--- config.mk ---
export PLATFORM = sky130hd
export DESIGN_NAME = permutation_multi_round
export DESIGN_NICKNAME = d
export VERILOG_FILES = /design/src/rtl/permutation_multi_round.sv
export SDC_FILE = /design/constraint.sdc
export NUM_CORES = 2
export LEC_CHECK = 0
export ABC_AREA = 1
export CORE_MARGIN = 2
export CORE_UTILIZATION = 45
export CTS_CLUSTER_SIZE = 12
export DETAILED_ROUTE_END_ITERATION = 16
export PLACE_DENSITY_LB_ADDON = 0.3
export SYNTH_ARGS = -nofsm -noshare
export SYNTH_HDL_FRONTEND = slang
export SYNTH_SLANG_ARGS = --single-unit
--- constraint.sdc ---
create_clock -name clock -period 8.52 [get_ports clock]
set_input_delay 0.852 -clock clock [delete_from_list [all_inputs] [get_ports clock]]
set_output_delay 0.852 -clock clock [all_outputs]
set_load 0.1 [all_outputs]
--- src/rtl/permutation_multi_round.sv ---
// ---------------------------------------------------------------------------
// permutation_multi_round
//
// Iterative Ascon-p permutation engine. A run applies rounds 12-n .. 11
// (constant add, 5-bit S-box layer, linear diffusion) to a 320-bit state,
// UNROLL rounds per clock, with an internal round index and a
// start/done handshake.
//
// State layout: x0 = [319:256], x1 = [255:192], x2 = [191:128],
//               x3 = [127:64],  x4 = [63:0].
//
// Parameters:
//   UNROLL        rounds per clock, one of {1,2,3,4,6,12}
//
// Ports:
//   clock         in   1    system clock, rising edge
//   reset_n       in   1    asynchronous reset, active low
//   i_sys_enable  in   1    low = synchronous soft reset
//   i_abort       in   1    (PERMUTATION_ABORT_EN only) abort a running permutation
//   i_start       in   1    request a permutation, sampled only in IDLE
//   i_num_rounds  in   4    round count n (1..12, multiple of UNROLL)
//   i_state       in   320  input state, sampled with i_start
//   o_busy        out  1    high while rounds are executing
//   o_done        out  1    one-cycle pulse, o_state holds the result
//   o_error       out  1    one-cycle pulse, illegal round count dropped
//   o_state       out  320  result register
//
// Configuration macro: PERMUTATION_ABORT_EN adds the i_abort input.
// ---------------------------------------------------------------------------
module permutation_multi_round #(
  parameter int UNROLL = 1
) (
  input  logic         clock,
  input  logic         reset_n,
  input  logic         i_sys_enable,
`ifdef PERMUTATION_ABORT_EN
  input  logic         i_abort,
`endif
  input  logic         i_start,
  input  logic [3:0]   i_num_rounds,
  input  logic [319:0] i_state,
  output logic         o_busy,
  output logic         o_done,
  output logic         o_error,
  output logic [319:0] o_state
);

  if (!(UNROLL == 1 || UNROLL == 2 || UNROLL == 3 ||
        UNROLL == 4 || UNROLL == 6 || UNROLL == 12)) begin : g_bad_unroll
    $error("permutation_multi_round: UNROLL must be one of 1,2,3,4,6,12");
  end

  typedef enum logic [0:0] {
    ST_IDLE = 1'b0,
    ST_RUN  = 1'b1
  } t_fsm;

  // Rotate a 64-bit lane right by a constant amount.
  function automatic logic [63:0] ror64(input logic [63:0] x, input int unsigned n);
    logic [127:0] w_dbl;
    w_dbl = {x, x} >> n;
    return w_dbl[63:0];
  endfunction

  // One Ascon-p round with absolute round index idx.
  function automatic logic [319:0] ascon_round(input logic [319:0] s, input logic [3:0] idx);
    logic [63:0] x0, x1, x2, x3, x4;
    logic [63:0] t0, t1, t2, t3, t4;
    x0 = s[319:256];
    x1 = s[255:192];
    x2 = s[191:128];
    x3 = s[127:64];
    x4 = s[63:0];
    // Round constant {F-i, i} lands in the low byte of x2.
    x2 = x2 ^ {56'd0, 4'hF - idx, idx};
    // Bit-sliced 5-bit S-box across all 64 columns.
    x0 = x0 ^ x4;
    x4 = x4 ^ x3;
    x2 = x2 ^ x1;
    t0 = ~x0 & x1;
    t1 = ~x1 & x2;
    t2 = ~x2 & x3;
    t3 = ~x3 & x4;
    t4 = ~x4 & x0;
    x0 = x0 ^ t1;
    x1 = x1 ^ t2;
    x2 = x2 ^ t3;
    x3 = x3 ^ t4;
    x4 = x4 ^ t0;
    x1 = x1 ^ x0;
    x0 = x0 ^ x4;
    x3 = x3 ^ x2;
    x2 = ~x2;
    // Linear diffusion, one rotation pair per lane.
    x0 = x0 ^ ror64(x0, 32'd19) ^ ror64(x0, 32'd28);
    x1 = x1 ^ ror64(x1, 32'd61) ^ ror64(x1, 32'd39);
    x2 = x2 ^ ror64(x2, 32'd1)  ^ ror64(x2, 32'd6);
    x3 = x3 ^ ror64(x3, 32'd10) ^ ror64(x3, 32'd17);
    x4 = x4 ^ ror64(x4, 32'd7)  ^ ror64(x4, 32'd41);
    return {x0, x1, x2, x3, x4};
  endfunction

  t_fsm         r_fsm;
  logic [3:0]   r_idx;
  logic [319:0] r_state;
  logic         r_busy;
  logic         r_done;
  logic         r_error;

  t_fsm         w_fsm_nxt;
  logic [3:0]   w_idx_nxt;
  logic [319:0] w_state_nxt;
  logic         w_busy_nxt;
  logic         w_done_nxt;
  logic         w_error_nxt;

  logic [319:0] w_base_state;
  logic [3:0]   w_base_idx;
  logic [3:0]   w_chain_idx;
  logic [319:0] w_chain;
  logic         w_legal;
  logic         w_abort;

`ifdef PERMUTATION_ABORT_EN
  assign w_abort = i_abort;
`else
  assign w_abort = 1'b0;
`endif

  // Round count legality: 1..12 and a whole number of clock steps.
  assign w_legal = (i_num_rounds >= 4'd1) && (i_num_rounds <= 4'd12) &&
                   ((int'(i_num_rounds) % UNROLL) == 0);

  // Datapath source: fresh input in IDLE, working register in RUN.
  always_comb begin
    if (r_fsm == ST_IDLE) begin
      w_base_state = i_state;
      w_base_idx   = 4'd12 - i_num_rounds;
    end else begin
      w_base_state = r_state;
      w_base_idx   = r_idx;
    end
  end

  // UNROLL chained rounds per clock and the index they leave behind.
  always_comb begin
    w_chain     = w_base_state;
    w_chain_idx = w_base_idx;
    for (int k = 0; k < UNROLL; k++) begin
      w_chain     = ascon_round(w_chain, w_chain_idx);
      w_chain_idx = w_chain_idx + 4'd1;
    end
  end

  // Next-state and registered-output logic of the round sequencer.
  always_comb begin
    w_fsm_nxt   = r_fsm;
    w_idx_nxt   = r_idx;
    w_state_nxt = r_state;
    w_busy_nxt  = 1'b0;
    w_done_nxt  = 1'b0;
    w_error_nxt = 1'b0;
    case (r_fsm)
      ST_IDLE: begin
        if (i_start) begin
          if (w_legal) begin
            w_state_nxt = w_chain;
            // A run of exactly UNROLL rounds finishes on its first edge.
            if (w_chain_idx == 4'd12) begin
              w_done_nxt = 1'b1;
              w_idx_nxt  = 4'd0;
            end else begin
              w_fsm_nxt  = ST_RUN;
              w_idx_nxt  = w_chain_idx;
              w_busy_nxt = 1'b1;
            end
          end else begin
            w_error_nxt = 1'b1;
          end
        end else begin
          w_error_nxt = 1'b0;
        end
      end
      ST_RUN: begin
        if (w_abort) begin
          // Abort keeps the partial state; no further rounds are applied.
          w_fsm_nxt = ST_IDLE;
          w_idx_nxt = 4'd0;
        end else begin
          w_state_nxt = w_chain;
          if (w_chain_idx == 4'd12) begin
            w_fsm_nxt  = ST_IDLE;
            w_idx_nxt  = 4'd0;
            w_done_nxt = 1'b1;
          end else begin
            w_idx_nxt  = w_chain_idx;
            w_busy_nxt = 1'b1;
          end
        end
      end
      default: begin
        w_fsm_nxt = ST_IDLE;
        w_idx_nxt = 4'd0;
      end
    endcase
  end

  // Sequencer and result registers with async and soft reset.
  always_ff @(posedge clock or negedge reset_n) begin
    if (!reset_n) begin
      r_fsm   <= ST_IDLE;
      r_idx   <= 4'd0;
      r_state <= 320'd0;
      r_busy  <= 1'b0;
      r_done  <= 1'b0;
      r_error <= 1'b0;
    end else if (!i_sys_enable) begin
      r_fsm   <= ST_IDLE;
      r_idx   <= 4'd0;
      r_state <= 320'd0;
      r_busy  <= 1'b0;
      r_done  <= 1'b0;
      r_error <= 1'b0;
    end else begin
      r_fsm   <= w_fsm_nxt;
      r_idx   <= w_idx_nxt;
      r_state <= w_state_nxt;
      r_busy  <= w_busy_nxt;
      r_done  <= w_done_nxt;
      r_error <= w_error_nxt;
    end
  end

  assign o_busy  = r_busy;
  assign o_done  = r_done;
  assign o_error = r_error;
  assign o_state = r_state;

endmodule

==> summary.txt <==
Outcome
  – Status: finished, final reports clean

Setup path
  – WS Path Type: flop to flop
  – Crit-path cells: clkinv_8 -> buf_4 -> o21ai_1 -> nand2_2 -> nand2_2 -> nor2_1 -> nand2_1 -> nand2_2 -> nand2_1 -> nand2_1 -> o21ai_0 -> o21ai_0
  – CP required: 8960 ps
  – Slowest cell on crit path: dfrtp_4
  – Worst path arrival time: 5900 ps
  – CP peak stage delay: 990 ps
  – Worst-path fanout max: 158
  – Crit end category: flop
  – Startpoint types: flop

Floorplanning
  – Die width: 284 um
  – Die area: 80,800 um^2
  – Floorplan row count: 102
  – I/O pin total: 651
  – Core area: 77,600 um^2
  – Die span in y: 284 um
  – Starting Density: 0.455

Timing
  – Max Clock Freq: 183 MHz
  – RSZ-0062 raised after global routing: no
  – Max-slew violation count: 0
  – Fin crit share: 0.641
  – Min Tclk post-route: 5460 ps
  – Worst slew pin tran: 1410 ps
  – Final Hold Vio Count: 0
  – Final setup margin: 3060 ps
  – Setup violators final: 0
  – Slew headroom: 0.0518
  – Final Skew: 40.0 ps
  – Setup TNS: 0 ps

Global route
  – Met1 Track Usage GR: 0.644
  – Pin count of the biggest net entering global routing: 159
  – Top Usage Layer GRT: met2
  – M2 GR Usage: 0.725
  – First-pass GRT wire length: 290,000 um
  – Total GRT Usage: 0.506
  – Met3 usage: 0.151
  – Grt total ovfl: 0
  – Initial antenna violation count: 16
  – Vias in the first global route: 39,100

Clocking
  – Hold buffers post-CTS: 0
  – H-tree lvl count: 2
  – CTS tree: yes
  – Worst-path clk slew: 60 ps
  – Later-pin clock latency in the skew report: 630 ps
  – Post-CTS Setup Inserts: 0
  – Post_cts resized: 0
  – TritonCTS Buffers: 44
  – Clk buf depth: 3
  – Clock root buffer master: clkbuf_16
  – Clock Sinks: 327

Place
  – Post-DP HPWL: 177,000 um
  – RD Place Congestion: 1.13
  – Count of input and output buffers: 650
  – Pre-CTS setup slack: 3300 ps

Detailed routing
  – Number of remaining DRC errors: 0
  – Post-Route WL: 212,000 um
  – Wire length per cell: 28.9 um
  – Vias/cell: 5.98
  – Via count: 43,900
  – Initial DRC Count: 6,437
  – Drt pass-1 iters: 7
  – Post-DRT Antenna Nets: 0

Synthesis
  – Cells after Synth: 5,677
  – Number of synthesized register bits: 327
  – Post-Syn Area: 35,300 um^2
  – Yosys cell types: 39
  – Post-Syn Area per Cell: 6.22 um^2
  – Syn Nets: 6,135
  – Sequential element share of the synthesized area: 0.232
  – Synth warnings: 0

Pwr
  – Clk pwr share: 0.092
  – Sequential share of power: 0.142
  – Switch share: 0.670
  – Leakage: 0.0224 uW
  – PwrDens: 477 nW/um^2
  – Comb pwr share: 0.766
  – Switch Pwr: 14,000 uW
  – Int Pwr: 6900 uW
  – Maximum VDD drop: 313 uV

Hold path
  – HP Class: primary input to async pin

Finish
  – Syn-to-layout area delta: 24.3%
  – Fill count: 7,697
  – Final net count: 6,722
  – Layout cells sized above 1: 0.0658

Run
  – # Max-Cap Violations: 0
## power by group through the flow
stage	Sequential, uW	Combinational [uW]	Clock (uW)
2_1_floorplan	6800	6070	0
3_3_place_gp	2930	15300	0
3_5_place_dp	2920	15400	0
4_1_cts	2910	15500	1900
5_1_grt	2960	16500	1960
6_report	2970	16000	1920
## cell usage after synthesis, drive strengths merged
cell type	number	share of area
xor2	284	0.076
a21o	1	0.00021
mux2i	31	0.010
a22o	1	0.00025
o21ai	481	0.075
clkbuf	54	0.0057
a21oi	164	0.023
dfrtp	327	0.23
nand4	9	0.0016
xnor2	160	0.045
nand3	480	0.070
or2	58	0.010
nand2	2649	0.29
ha	130	0.046
nor2	54	0.0068
o21a	24	0.0051
buf	93	0.022
o22ai	86	0.015
inv	548	0.058
nand3b	43	0.0091
## stage by stage
stage / util / instances / instance area (um^2) / power, uW / hold slack [ps]
4_1_cts: 0.566 / 7333 / 43900 / 20300 / 270
5_1_grt: 0.566 / 7333 / 43900 / 21400 / 272
6_report: 0.566 / 7337 / 43900 / 20900 / 221
2_1_floorplan: - / 5677 / 35300 / 12900 / 453
3_5_place_dp: 0.548 / 7258 / 42500 / 18300 / 488
3_3_place_gp: 0.548 / 7258 / 42500 / 18300 / 483
## cell families (layout without fill, tap and decap cells)
group	Yosys count	count (layout)	share of synthesized area
buffers and inverters	695	1311	0.0860
DFF	327	327	0.232
AOI/OAI and AO/OA	757	757	0.119
muxes	31	31	0.0103
xor gates and xnor gates	444	444	0.122
and+or+nand+nor	3293	3293	0.386
adders and majority gates	130	130	0.0460
other	0	4	0
## cells in the final DEF (no fill, tap or decap), drive strengths merged
cell type	count
o21a	24
a21oi	164
o22ai	86
diode	4
clkinvlp	1
a22o	1
mux2i	31
nand3b	43
or2	58
bufinv	1
nand3	480
a21o	1
clkbuf	63
clkdlybuf4s50	649
inv	547
clkinv	11
nor2	54
nand2	2649
nand4	9
dfrtp	327
buf	39
xnor2	160
o21ai	481
xor2	284
ha	130
## worst paths after layout
path,from,to,slack (ps),cells past startpoint
setup / recovery,o_busy,o_state[50],3060,12
hold / removal,reset_n,o_busy,220,1
setup reg to reg,o_busy,o_state[50],3060,12
hold reg to reg,o_state[251],o_state[251],510,2
max in group asynchronous,reset_n,o_state[295],6150,3
min in group clock,o_state[251],o_state[251],510,2
## layer usage
metal / up-vias / share of wire / wire length [um]
met3: 755 / 0.14 / 30200
met2: 3386 / 0.40 / 85000
met5: - / 0.00026 / 56
li1: 19200 / - / -
met4: 10 / 0.092 / 19400
met1: 20500 / 0.36 / 77500
## registers in the layout, summed over array words and instances (netlist names)
register	cells
o_busy	1
o_done	1
o_error	1
o_state	320
r_idx	4
## final cells by class
class / count / area (um^2) / share of cell area
Timing Repair Buffer: 688 / 6810 / 0.155
Inverter: 548 / 2080 / 0.0474
Tap cell: 1040 / 1300 / 0.0296
Sequential cell: 327 / 8190 / 0.186
Clock buffer: 63 / 1270 / 0.0290
Antenna cell: 4 / 10.0 / 0.000228
Multi-Input combinational cell: 4655 / 24100 / 0.550
Clock inverter: 12 / 98.8 / 0.00225
## worst max-delay path: cells and delay by family (launching register included)
kind / cells / cell delay [ps]
AOI/OAI and AO/OA: 3 / 1570
buffers and inverters: 2 / 1360
and+or+nand+nor: 7 / 1170
DFF: 1 / 990
No activity file was read; power rests on OpenSTA's default activity.
